[config.mk]
export PLATFORM = sky130hd
export DESIGN_NAME = elink_trig_align_ctrl_flat
export DESIGN_NICKNAME = d
export VERILOG_FILES = /design/src/rtl/elink_trig_align_ctrl_pkg.sv /design/src/rtl/elink_trig_align_ctrl_if.sv /design/src/rtl/elink_trig_align_ctrl_frame_counter.sv /design/src/rtl/elink_trig_align_ctrl.sv /design/src/flat_wrapper.sv
export SDC_FILE = /design/constraint.sdc
export NUM_CORES = 1
export LEC_CHECK = 0
export CAP_MARGIN = 20
export CORE_MARGIN = 1.5
export CORE_UTILIZATION = 30
export CTS_CLUSTER_DIAMETER = 200
export CTS_CLUSTER_SIZE = 14
export DETAILED_ROUTE_END_ITERATION = 6
export GPL_ROUTABILITY_DRIVEN = 0
export GPL_TIMING_DRIVEN = 0
export REMOVE_ABC_BUFFERS = 1
export SYNTH_ARGS = -nofsm -noshare
export SYNTH_HDL_FRONTEND = slang
export SYNTH_SLANG_ARGS = --single-unit
[constraint.sdc]
create_clock -name clk -period 2.4 [get_ports clk]
set_input_delay 0.24 -clock clk [delete_from_list [all_inputs] [get_ports clk]]
set_output_delay 0.24 -clock clk [all_outputs]
set_load 0.005 [all_outputs]
[src/rtl/elink_trig_align_ctrl_pkg.sv]
// Shared definitions for the trigger elink word-alignment logic:
// the state encoding, the default header byte and the default frame length.
package elink_trig_pkg;

  typedef enum logic [1:0] {
    ST_SEARCH = 2'd0,
    ST_SLIP   = 2'd1,
    ST_VERIFY = 2'd2,
    ST_LOCKED = 2'd3
  } state_e;

  localparam logic [7:0] DEFAULT_HEADER    = 8'hAF;
  localparam int         DEFAULT_FRAME_LEN = 8;

endpackage

[src/rtl/elink_trig_align_ctrl_if.sv]
// Bundle of the word stream from the unroller and the alignment/lock status
// returned by the controller.
//
// Flow semantics: there is no valid/ready pair on this link. data_in carries
// one word on every rising clock edge and is always consumed; enable gates
// the controller as a whole. All status signals are registered and change
// only on the rising edge; bitslip and frame_start are single-cycle pulses.
interface elink_trig_align_ctrl_if;
  logic        enable;
  logic [7:0]  data_in;
  logic        bitslip;
  logic [2:0]  slip_count;
  logic        locked;
  logic        frame_start;
  logic [7:0]  word_idx;
  logic [15:0] hdr_err_cnt;
  logic [1:0]  state;

  // Source of the word stream and consumer of the status
  modport master (
    output enable, data_in,
    input  bitslip, slip_count, locked, frame_start, word_idx, hdr_err_cnt, state
  );

  // The alignment controller
  modport slave (
    input  enable, data_in,
    output bitslip, slip_count, locked, frame_start, word_idx, hdr_err_cnt, state
  );
endinterface

[src/rtl/elink_trig_align_ctrl_frame_counter.sv]
// Modulo-FRAME_LEN word position counter. idx_o is the position of the word
// sampled on the previous edge; at_hdr_o flags that the word now being
// sampled sits at the header position (the next index wraps to 0).
module elink_frame_counter
  import elink_trig_pkg::*;
#(
  parameter int FRAME_LEN = DEFAULT_FRAME_LEN
) (
  input  logic       clk,
  input  logic       rst,
  input  logic       clr_i,
  output logic [7:0] idx_o,
  output logic       at_hdr_o
);

  localparam logic [7:0] LAST_IDX = 8'(FRAME_LEN - 1);

  logic [7:0] idx_q, idx_d;

  // Clear wins; otherwise advance and wrap at the end of the frame
  always_comb begin
    idx_d = idx_q + 8'd1;
    if (clr_i || idx_q == LAST_IDX) begin
      idx_d = '0;
    end
  end

  // Position register
  always_ff @(posedge clk) begin
    if (rst) begin
      idx_q <= '0;
    end else begin
      idx_q <= idx_d;
    end
  end

  assign idx_o    = idx_q;
  assign at_hdr_o = (idx_q == LAST_IDX);

endmodule

[src/rtl/elink_trig_align_ctrl.sv]
// Word-alignment and lock controller for the trigger elink unroller. Hunts
// for the header byte, bit-slips the unroller when a whole frame goes by
// without one, verifies the header period before declaring lock and counts
// header errors once locked.
module elink_trig_align_ctrl
  import elink_trig_pkg::*;
#(
  parameter logic [7:0] HEADER     = DEFAULT_HEADER,
  parameter int         FRAME_LEN  = DEFAULT_FRAME_LEN,
  parameter int         LOCK_GOOD  = 4,
  parameter int         UNLOCK_BAD = 3,
  parameter int         SLIP_WAIT  = 4
) (
  input logic               clk,
  input logic               rst,
  elink_trig_align_ctrl_if.slave bus
);

  localparam logic [7:0] MISS_LAST = 8'(FRAME_LEN - 1);
  localparam logic [3:0] WAIT_LAST = 4'(SLIP_WAIT - 1);
  localparam logic [3:0] GOOD_LAST = 4'(LOCK_GOOD - 1);
  localparam logic [3:0] BAD_LAST  = 4'(UNLOCK_BAD - 1);

  state_e      state_q, state_d;
  logic [7:0]  miss_q, miss_d;
  logic [3:0]  wait_q, wait_d;
  logic [3:0]  good_q, good_d;
  logic [3:0]  bad_q, bad_d;
  logic        bitslip_q, bitslip_d;
  logic [2:0]  slip_cnt_q, slip_cnt_d;
  logic        locked_q;
  logic        fs_q, fs_d;
  logic [15:0] hdr_err_cnt_q, hdr_err_cnt_d;

  logic        hit;
  logic        at_hdr;
  logic        fc_clr;
  logic [7:0]  word_idx;

  assign hit = (bus.data_in == HEADER);

  // The frame position only runs while staying in VERIFY/LOCKED; entering
  // VERIFY from SEARCH, or leaving either state, restarts it at the header.
  assign fc_clr = !((state_q == ST_VERIFY || state_q == ST_LOCKED) &&
                    (state_d == ST_VERIFY || state_d == ST_LOCKED));

  elink_frame_counter #(
    .FRAME_LEN (FRAME_LEN)
  ) u_frame_counter (
    .clk      (clk),
    .rst      (rst),
    .clr_i    (fc_clr),
    .idx_o    (word_idx),
    .at_hdr_o (at_hdr)
  );

  // State register
  always_ff @(posedge clk) begin
    if (rst) begin
      state_q <= ST_SEARCH;
    end else begin
      state_q <= state_d;
    end
  end

  // Next-state decision; a low enable forces SEARCH ahead of any transition
  always_comb begin
    state_d = state_q;
    if (!bus.enable) begin
      state_d = ST_SEARCH;
    end else begin
      case (state_q)
        ST_SEARCH: begin
          if (hit) begin
            state_d = (LOCK_GOOD == 1) ? ST_LOCKED : ST_VERIFY;
          end else if (miss_q == MISS_LAST) begin
            state_d = ST_SLIP;
          end
        end
        ST_SLIP: begin
          if (wait_q == WAIT_LAST) state_d = ST_SEARCH;
        end
        ST_VERIFY: begin
          if (at_hdr) begin
            if (!hit)                    state_d = ST_SEARCH;
            else if (good_q == GOOD_LAST) state_d = ST_LOCKED;
          end
        end
        ST_LOCKED: begin
          if (at_hdr && !hit && bad_q == BAD_LAST) state_d = ST_SEARCH;
        end
        default: state_d = ST_SEARCH;
      endcase
    end
  end

  // Counter updates and next values of the registered pulses/status
  always_comb begin
    miss_d        = '0;
    wait_d        = '0;
    good_d        = '0;
    bad_d         = '0;
    bitslip_d     = 1'b0;
    fs_d          = 1'b0;
    slip_cnt_d    = slip_cnt_q;
    hdr_err_cnt_d = hdr_err_cnt_q;
    if (bus.enable) begin
      case (state_q)
        ST_SEARCH: begin
          if (hit) begin
            good_d = 4'd1;
          end else if (miss_q == MISS_LAST) begin
            bitslip_d  = 1'b1;
            slip_cnt_d = slip_cnt_q + 3'd1;
          end else begin
            miss_d = miss_q + 8'd1;
          end
        end
        ST_SLIP: begin
          if (wait_q != WAIT_LAST) wait_d = wait_q + 4'd1;
        end
        ST_VERIFY: begin
          good_d = good_q;
          if (at_hdr && hit && good_q != GOOD_LAST) good_d = good_q + 4'd1;
        end
        ST_LOCKED: begin
          bad_d = bad_q;
          if (at_hdr) begin
            if (hit) begin
              bad_d = '0;
              fs_d  = 1'b1;
            end else begin
              bad_d = (bad_q == BAD_LAST) ? 4'd0 : bad_q + 4'd1;
              if (hdr_err_cnt_q != 16'hFFFF) hdr_err_cnt_d = hdr_err_cnt_q + 16'd1;
            end
          end
        end
        default: ;
      endcase
    end
  end

  // Counter and output registers
  always_ff @(posedge clk) begin
    if (rst) begin
      miss_q        <= '0;
      wait_q        <= '0;
      good_q        <= '0;
      bad_q         <= '0;
      bitslip_q     <= 1'b0;
      slip_cnt_q    <= '0;
      locked_q      <= 1'b0;
      fs_q          <= 1'b0;
      hdr_err_cnt_q <= '0;
    end else begin
      miss_q        <= miss_d;
      wait_q        <= wait_d;
      good_q        <= good_d;
      bad_q         <= bad_d;
      bitslip_q     <= bitslip_d;
      slip_cnt_q    <= slip_cnt_d;
      locked_q      <= (state_d == ST_LOCKED);
      fs_q          <= fs_d;
      hdr_err_cnt_q <= hdr_err_cnt_d;
    end
  end

  assign bus.bitslip     = bitslip_q;
  assign bus.slip_count  = slip_cnt_q;
  assign bus.locked      = locked_q;
  assign bus.frame_start = fs_q;
  assign bus.word_idx    = word_idx;
  assign bus.hdr_err_cnt = hdr_err_cnt_q;
  assign bus.state       = state_q;

endmodule
[src/flat_wrapper.sv]
// flat-port wrapper written by rule: the top's interface ports become plain ports
module elink_trig_align_ctrl_flat import elink_trig_pkg::*;
#(
  parameter logic [7:0] HEADER     = DEFAULT_HEADER,
  parameter int         FRAME_LEN  = DEFAULT_FRAME_LEN,
  parameter int         LOCK_GOOD  = 4,
  parameter int         UNLOCK_BAD = 3,
  parameter int         SLIP_WAIT  = 4
)
  (clk, rst, bus_enable, bus_data_in, bus_bitslip, bus_slip_count, bus_locked, bus_frame_start, bus_word_idx, bus_hdr_err_cnt, bus_state);
  elink_trig_align_ctrl_if bus_i ();
  input logic clk;
  input logic rst;
  input wire logic [$bits(bus_i.enable)-1:0] bus_enable;
  input wire logic [$bits(bus_i.data_in)-1:0] bus_data_in;
  output wire logic [$bits(bus_i.bitslip)-1:0] bus_bitslip;
  output wire logic [$bits(bus_i.slip_count)-1:0] bus_slip_count;
  output wire logic [$bits(bus_i.locked)-1:0] bus_locked;
  output wire logic [$bits(bus_i.frame_start)-1:0] bus_frame_start;
  output wire logic [$bits(bus_i.word_idx)-1:0] bus_word_idx;
  output wire logic [$bits(bus_i.hdr_err_cnt)-1:0] bus_hdr_err_cnt;
  output wire logic [$bits(bus_i.state)-1:0] bus_state;
  assign bus_i.enable = bus_enable;
  assign bus_i.data_in = bus_data_in;
  assign bus_bitslip = bus_i.bitslip;
  assign bus_slip_count = bus_i.slip_count;
  assign bus_locked = bus_i.locked;
  assign bus_frame_start = bus_i.frame_start;
  assign bus_word_idx = bus_i.word_idx;
  assign bus_hdr_err_cnt = bus_i.hdr_err_cnt;
  assign bus_state = bus_i.state;
  elink_trig_align_ctrl #(.HEADER(HEADER), .FRAME_LEN(FRAME_LEN), .LOCK_GOOD(LOCK_GOOD), .UNLOCK_BAD(UNLOCK_BAD), .SLIP_WAIT(SLIP_WAIT)) u_core (.clk(clk), .rst(rst), .bus(bus_i));
endmodule
-- Yosys cells after proc, flatten, opt, wreduce, memory -nomap -nowiden
Cells that the tools add are included.
- add/sub/neg operators: 7
- mux-type cells: 16
- reductions and logical operators: 20
- bitwise gates (word level): 7
- eq/ne operators: 15
- operator list (kind ; count):
    $add 16x1->16 const B ; 1
    $add 8x1->8 const B ; 2
    $eq 8x3->1 const B ; 2
    $mux 2 ; 8
    $ne 16x16->1 const B ; 1
    $add 4x1->4 const B ; 3
    $eq 4x2->1 const B ; 3
    $mux 4 ; 3
    $reduce_or 4->1 ; 3
    $eq 2x2->1 const B ; 4
    $eq 8x8->1 const B ; 1
    $ne 4x2->1 const B ; 2
    $pmux 2 s4 ; 1
    $pmux 4 s2 ; 1
    $not 1->1 ; 7
    $logic_and 1x1->1 ; 5
    $reduce_and 5->1 ; 1
    $reduce_or 5->1 ; 1
    $reduce_and 4->1 ; 1
    $reduce_or 2->1 ; 2
    $add 3x1->3 const B ; 1
    $logic_or 1x1->1 ; 3
    $mux 1 ; 3
    $reduce_or 3->1 ; 1
    4 further kinds ; 5
- flip-flop bits (word level): 52
- input port bits: 11
- logic and storage cells: 76
- output and inout port bits: 32

-- Depth between registers and ports, before layout
Gate-level depths: netlist (run 1).
- depth after elaboration: 13
- depth in mapped cells: 7
- gate-level depth less buffers: 6

-- Modules after synthesis
A second synthesis (run 1) with hierarchy kept.
- cell total of the unflattened synthesis: 281
- area total of the unflattened synthesis: 2501.1 sq um
- by module, submodules not included (module ; area each (sq um) ; seq. area each (sq um) ; cells an instance ; times used):
    elink_trig_align_ctrl ; 2155.8 ; 880.8 ; 244 ; 1
    elink_frame_counter ; 345.3 ; 160.2 ; 37 ; 1

-- Least setup slack after synthesis (run 1)
OpenSTA, ideal clock, no wires.
- path kind: reg2reg
- start: register u_core.u_frame_counter.idx_q[4] (netlist: u_core.u_frame_counter.idx_o[4])
- end: register u_core.state_q[0] (netlist: u_core.bus.state[0])
- stages on the path, launching flop included: 6
- slack: 272 ps
- buffers on the path: 0
- library setup time: 116 ps
- arrival time: 2012 ps
- clock period less this slack: 2128 ps
- cells stage by stage: dfxtp_1 or4_4 a211oi_4 a21oi_1 or4_1 and3_1
- word-level cells in the longest chain between the ends: 6
- elaborated cells between the ends (all ways): 7
- classes of those cells: 1 x eq/ne; 4 x mux; 2 x reduce/logical
- ends and longest elaborated chain (what ; RTL line ; RTL):
    from (decl) ; elink_trig_align_ctrl_frame_counter.sv:18 ; logic [7:0] idx_q, idx_d;
    from (signal assigned) ; elink_trig_align_ctrl_frame_counter.sv:33 ; idx_q <= idx_d;
    $eq 8x3->1 (*) ; elink_trig_align_ctrl_frame_counter.sv:38 ; assign at_hdr_o = (idx_q == LAST_IDX);
    $logic_and 1x1->1 (2 in a row) ; elink_trig_align_ctrl.sv:90 ; if (at_hdr && !hit && bad_q == BAD_LAST) state_d = ST_SEARCH;
    $mux 2 ; elink_trig_align_ctrl.sv:90 ;
    $pmux 2 s4 (*) ; elink_trig_align_ctrl.sv:72 ; case (state_q)
    $mux 2 (*) ; elink_trig_align_ctrl.sv:69 ; if (!bus.enable) begin
    to (signal assigned) ; elink_trig_align_ctrl.sv:62 ; state_q <= state_d;
    to (decl) ; elink_trig_align_ctrl.sv:24 ; state_e state_q, state_d;
Every way passes the cells marked *; elsewhere a longest branch is shown, timed or not.
A chain may end at the register's enable or synchronous reset.

-- Final worst setup path (run 1)
- start: register u_core.miss_q[5]
- end: register u_core.slip_cnt_q[2] (netlist: u_core.bus.slip_count[2])
- word-level cells in the longest chain between the ends: 2
- ends and longest elaborated chain (what ; RTL line ; RTL):
    from (decl) ; elink_trig_align_ctrl.sv:25 ; logic [7:0] miss_q, miss_d;
    from (signal assigned) ; elink_trig_align_ctrl.sv:156 ; miss_q <= miss_d;
    $eq 8x3->1 ; elink_trig_align_ctrl.sv:112 ; end else if (miss_q == MISS_LAST) begin
    $reduce_and 4->1 (no line) ; n/a ;
    to (signal assigned) ; elink_trig_align_ctrl.sv:161 ; slip_cnt_q <= slip_cnt_d;
    to (decl) ; elink_trig_align_ctrl.sv:30 ; logic [2:0] slip_cnt_q, slip_cnt_d;
Every way passes these cells.

==> flow_metrics.py, run 1 <==
metrics = {
    "drt": {
        "totalWireLength_um": 4817,
        "wire_per_inst_um": 11.58,
        "vias": 2008,
        "postRouteAntennaNets": 0,
        "drt-initial-drc-count": 81,
        "first_pass_iters": 4,
        "viasPerCell": 4.827,
        "drc": 0,
    },
    "synthesis": {
        "yosys_warnings": 0,
        "synth_flop_cell": "dfxtp_1",
        "async_flop_share_pct": 0,
        "yosys.cell_types.count": 36,
        "syn_area_mm2": 0.002392,
        "synth-edff-count": 0,
        "ys_ff_latch": 52,
        "avgSynthCellArea_um2": 8.795,
        "syn-instance-count": 272,
        "ys_seq_area_share_pct": 43.51,
    },
    "floorplanning": {
        "start_util_pct": 30.96,
        "core-area_mm2": 0.007727,
        "rows": 32,
        "die_w_um": 92.30,
        "die_h_um": 92.30,
        "ioPinCount": 43,
        "die_area_mm2": 0.008519,
    },
    "clock_tree": {
        "clk_latency_ns": 0.31,
        "hold_buffers": 0,
        "htree_num_levels": 2,
        "cts_root_buf": "clkbuf_8",
        "cts_tree": "built",
        "numCtsBuffers": 5,
        "clk_path_buf_depth": 2,
        "clk_pin_slew_ns": 0.09,
        "cts.sinks": 52,
    },
    "power_and_ir_drop": {
        "powerDensity_mw_per_mm2": 474.0,
        "total_power_mw": 1.429,
        "p_leak_nw": 1.057,
        "vdd_drop_max_v": 0.0002069,
    },
    "cells_and_area": {
        "final_nets": 332,
        "area_growth_pct": 25.99,
        "mostFrequentLayoutCell": "dfxtp_1",
        "final_util_pct": 39.01,
        "final-instance-count-excl-fill": 416,
        "stdcell_area_mm2": 0.003014,
        "final_cell_mix": "dfxtp_1 (52), clkdlybuf4s50_1 (41), nor2_1 (34)",
        "fill_cells": 790,
        "layout-drive-gt1-share_pct": 6.051,
        "n_antenna_cell": 0,
    },
    "global_route": {
        "grt_pass1_wl_um": 8500,
        "antenna_found_initial": 0,
        "grt-ovfl-total": 0,
        "grt_usage_pct": 12.24,
        "grt_pass1_vias": 1912,
        "grt_max_degree": 22,
    },
    "timing": {
        "rsz0062_at_grt": "false",
        "finalClockSkew_ns": 0.004453,
        "relSlewSlack_pct": 45.28,
        "holdWs_ns": 0.4588,
        "slew_viol_final": 0,
        "layout_min_cycle_time_ns": 2.115,
        "tightest_slew_ns": 0.8194,
        "setup_viol": 0,
        "timing.final.crit_share_pct": 88.14,
        "hold_viol_final": 0,
        "fmax_mhz": 472.8,
    },
    "worst_hold_path": {
        "min_path_type": "register to register",
        "holdCritStartpoint": "u_core.wait_q[0]$_SDFF_PP0_",
    },
    "outcome": {
        "status": "finished, final reports clean",
    },
    "job": {
        "maxCapViolations": 0,
    },
    "placed_design": {
        "port-buffer-count": 42,
        "dp_hpwl_um": 3494,
        "placed_area_mm2": 0.002892,
        "dp.cells": 407,
    },
    "worst_setup_path": {
        "startpoint": "u_core.miss_q[5]$_SDFF_PP0_",
        "required_ns": 2.63,
        "crit_fanout": 5,
        "crit_path_start_kind": "register",
        "reg2reg_from": "u_core.miss_q[5]$_SDFF_PP0_",
        "worstPathArrival_ns": 2.35,
        "critical_path_class": "register to register",
        "worstSetupEndpointType": "register",
    },
}
==> cell families (layout without fill, tap and decap cells) <==
group,count (synthesis),after routing,share of synthesized area (%)
simple gates,134,134,31.38
flops,52,52,43.51
mux,4,4,1.674
buf+inv,15,57,2.981
compound gates,40,40,9.310
xor+xnor,19,19,6.956
fa+ha+maj,8,8,4.184
==> state kept, by name, summed over array words and instances (netlist names) <==
| register | flops |
|---|---|
| u_core.bus.bitslip | 1 |
| u_core.bus.slip_count | 3 |
| u_core.bus.state | 2 |
| u_core.miss_q | 8 |
| u_core.wait_q | 4 |
| u_core.bus.frame_start | 1 |
| u_core.good_q | 4 |
| u_core.bad_q | 4 |
| u_core.u_frame_counter.idx_o | 8 |
| u_core.bus.locked | 1 |
| u_core.bus.hdr_err_cnt | 16 |
==> layer usage <==
layer  GRT usage, %  vias up  wire [um]
met4          3.974        0         69
li1               -     1041          -
met5              0        -          0
met1          15.40      936       2358
met3          3.777        6        171
met2          19.85       25       2217
==> synth_stat cells, drive strengths merged, types with 2 or more instances <==
master | instances | area (um^2)
dfxtp | 52 | 1041
nor2 | 34 | 127.6
nand3 | 24 | 132.6
a21oi | 21 | 105.1
nand2 | 18 | 67.56
o21ai | 15 | 75.07
or3 | 13 | 81.33
xor2 | 12 | 105.1
and3 | 10 | 62.56
ha | 8 | 100.1
nand4 | 8 | 80.08
xnor2 | 7 | 61.31
clkbuf | 6 | 22.52
inv | 6 | 22.52
or4 | 5 | 41.29
and4 | 4 | 35.03
mux2i | 4 | 40.04
nor2b | 4 | 25.02
nor3 | 3 | 15.01
and2 | 2 | 12.51
and4b | 2 | 22.52
buf | 2 | 16.26
nor4 | 2 | 12.51
or2 | 2 | 12.51
==> area by class of cell <==
type	instances	area, um^2	share of cell area, %
clock buffers	6	82.58	2.740
inverters	6	22.52	0.7472
clock inverters	2	15.01	0.4981
flip-flops and latches	52	1041	34.54
multi-input cells	205	1282	42.55
repair buffers	43	442.9	14.69
well taps	102	127.6	4.234
==> worst paths after layout <==
path	to	cells past startpoint	slack, ns
hold reg to reg	u_core.wait_q[0]$_SDFF_PP0_	1	0.46
hold / removal	u_core.wait_q[0]$_SDFF_PP0_	1	0.46
setup reg to reg	u_core.bus.slip_count[2]$_SDFFE_PP0P_	5	0.28
setup / recovery	u_core.bus.slip_count[2]$_SDFFE_PP0P_	5	0.28
==> critical path, cell delays in order (launching register included) <==
cell and delay [ns]:
dfxtp_1 0.35, or4_1 0.52, nor3_1 0.33, nand4_1 0.32, or3_1 0.39, a21oi_1 0.14
==> what timing repair did <==
item,CTS,global route
resized for setup,0,2
endpoints found under the setup margin,0,21
buffers inserted,0,1
==> stage by stage <==
step,TNS (ns),setup WS [ns]
2_1_floorplan,0,0.2721
3_3_place_gp,-1.996,-0.2911
3_5_place_dp,-2.040,-0.3048
4_1_cts,0,0.01940
5_1_grt,0,0.1321
6_report,0,0.2848
==> report_power, final <==
part	switching, mW	internal [mW]	total (mW)
clock	0.296	0.234	0.530
sequential	0.00148	0.864	0.865
combinational	0.0154	0.0183	0.0337
total	0.313	1.12	1.43
No activity file was read; power rests on OpenSTA's default activity.
==> run 2, diff against run 1 <==
- CORE_ASPECT_RATIO: not set -> 1.25
- CTS_BUF_LIST: not set -> sky130_fd_sc_hd__clkbuf_8
- SKIP_CTS_REPAIR_TIMING: not set -> 1
==> run 2 against run 1 <==
  * Global-route usage down 0.32 points
  * Cell area down 0.37%
  * Core utilization down 0.25 points
  * Clock skew up 0.0042 ns
  * Count of clock-buffer cells in the layout unchanged
  * Combinational power up 2%
  * Non-clock buffer count unchanged
  * Setup slack better by 0.014 ns
  * Critical path type unchanged
==> flow_metrics.py, run 2 (synthesis results as in run 1) <==
metrics = {
    "global_route": {
        "antenna_found_initial": 0,
        "grt_max_degree": 22,
        "grt_pass1_wl_um": 8452,
        "grt-ovfl-total": 0,
        "grt_usage_pct": 11.92,
        "grt_pass1_vias": 1880,
    },
    "floorplanning": {
        "ioPinCount": 43,
        "die_area_mm2": 0.008522,
        "core-area_mm2": 0.007747,
        "start_util_pct": 30.88,
        "die_h_um": 102.8,
        "die_w_um": 82.87,
        "rows": 36,
    },
    "clock_tree": {
        "numCtsBuffers": 5,
        "cts_root_buf": "clkbuf_8",
        "clk_path_buf_depth": 2,
        "clk_pin_slew_ns": 0.09,
        "cts_tree": "built",
        "cts.sinks": 52,
        "htree_num_levels": 2,
        "clk_latency_ns": 0.30,
    },
    "drt": {
        "first_pass_iters": 4,
        "viasPerCell": 4.927,
        "drt-initial-drc-count": 77,
        "wire_per_inst_um": 12.37,
        "postRouteAntennaNets": 0,
        "drc": 0,
        "totalWireLength_um": 5059,
        "vias": 2015,
    },
    "worst_hold_path": {
        "min_to": "u_core.wait_q[0]$_SDFF_PP0_",
        "holdCritStartpoint": "u_core.wait_q[0]$_SDFF_PP0_",
        "holdPathStages": 1,
        "min_path_type": "register to register",
    },
    "timing": {
        "relSlewSlack_pct": 43.84,
        "slew_viol_final": 0,
        "timing.final.crit_share_pct": 87.55,
        "finalClockSkew_ns": 0.008696,
        "rsz0062_at_grt": "false",
        "setup_viol": 0,
        "hold_viol_final": 0,
        "tns_ns": 0,
        "holdWs_ns": 0.4578,
        "tightest_slew_ns": 0.8397,
        "layout_min_cycle_time_ns": 2.101,
        "fmax_mhz": 475.9,
    },
    "worst_setup_path": {
        "reg2reg_from": "u_core.u_frame_counter.idx_o[0]$_SDFF_PP0_",
        "crit_fanout": 8,
        "worstSetupEndpointType": "register",
        "worstPathArrival_ns": 2.30,
        "ff2ff_path_depth": 7,
        "critical_path_class": "register to register",
        "rrSetupSlack_ns": 0.30,
        "crit_path_start_kind": "register",
        "r2r_end": "u_core.bus.state[0]$_SDFF_PP0_",
        "required_ns": 2.60,
    },
    "job": {
        "maxCapViolations": 0,
    },
    "power_and_ir_drop": {
        "p_switching_mw": 0.2991,
        "p_clk_share_pct": 36.3,
        "switching_share_pct": 21.17,
        "pwr-share-seq_pct": 61.3,
        "vdd_drop_max_v": 0.0002851,
        "p_leak_nw": 1.059,
        "powerDensity_mw_per_mm2": 470.5,
        "p_int_mw": 1.114,
        "combinationalPowerShare_pct": 2.4,
    },
    "cells_and_area": {
        "area_growth_pct": 25.52,
        "layout-drive-gt1-share_pct": 6.051,
        "mostFrequentLayoutCell": "dfxtp_1",
        "final_nets": 332,
        "n_antenna_cell": 0,
        "final_util_pct": 38.76,
        "final_cell_mix": "dfxtp_1 (52), clkdlybuf4s50_1 (42), nor2_1 (34)",
        "stdcell_area_mm2": 0.003003,
        "largest_reg_flops": 16,
    },
    "placed_design": {
        "placed_area_mm2": 0.002883,
        "dp_hpwl_um": 3657,
        "port-buffer-count": 42,
    },
    "outcome": {
        "status": "finished, final reports clean",
    },
}
## run 2: metal layers
layer  global-route usage (%)  vias up  wire [um]
met5                        0        -          0
met4                    4.103        0         55
met3                    2.642        7        213
met2                    21.64       31       2472
met1                    14.01      936       2317
li1                         -     1041          -
## run 2: metrics by stage
stage          instances  power, mW  setup slack, ns
5_1_grt              409      1.475           0.1157
6_report             409      1.413           0.2988
4_1_cts              408      1.437         -0.02100
2_1_floorplan        263     0.8946           0.2721
3_3_place_gp         400     0.9188          -0.3032
3_5_place_dp         400     0.9193          -0.3351
## run 2: cell type report
cell class / count / area (um^2)
Tap cell: 95 / 118.9
Inverter: 6 / 22.52
Clock inverter: 2 / 10.01
Sequential cell: 52 / 1041
Clock buffer: 6 / 82.58
Timing Repair Buffer: 43 / 440.4
Multi-Input combinational cell: 205 / 1287
Fill cell: 795 / 4745
## run 2: worst max-delay path by stage
stage	from	endpoint	slack (ns)	cells after the start
floorplan	u_core.u_frame_counter.idx_o[4]$_SDFF_PP0_	u_core.bus.state[0]$_SDFF_PP0_	0.27	5
global placement	rst	u_core.miss_q[6]$_SDFF_PP0_	-0.30	5
detailed placement	rst	u_core.miss_q[4]$_SDFF_PP0_	-0.34	5
CTS	rst	u_core.miss_q[4]$_SDFF_PP0_	-0.02	5
global route	rst	u_core.miss_q[0]$_SDFF_PP0_	0.12	5
finish	u_core.u_frame_counter.idx_o[0]$_SDFF_PP0_	u_core.bus.state[0]$_SDFF_PP0_	0.30	7
## run 2: worst max-delay path, cell delays in order, from the launching register on
cell and delay [ns]:
dfxtp_1 0.44, ha_1 0.28, nand3b_1 0.18, a211oi_4 0.28, buf_12 0.17, a21oi_1 0.06
or4_1 0.41, and3_1 0.18
## run 2: power by group through the flow
stage                     Clock (mW)  Sequential (mW)  Combinational [mW]
after global routing           0.571            0.866              0.0387
after floorplan                    0            0.885             0.00940
after global placement             0            0.885              0.0334
final                          0.513            0.865              0.0345
after CTS                      0.538            0.865              0.0340
after detailed placement           0            0.886              0.0338
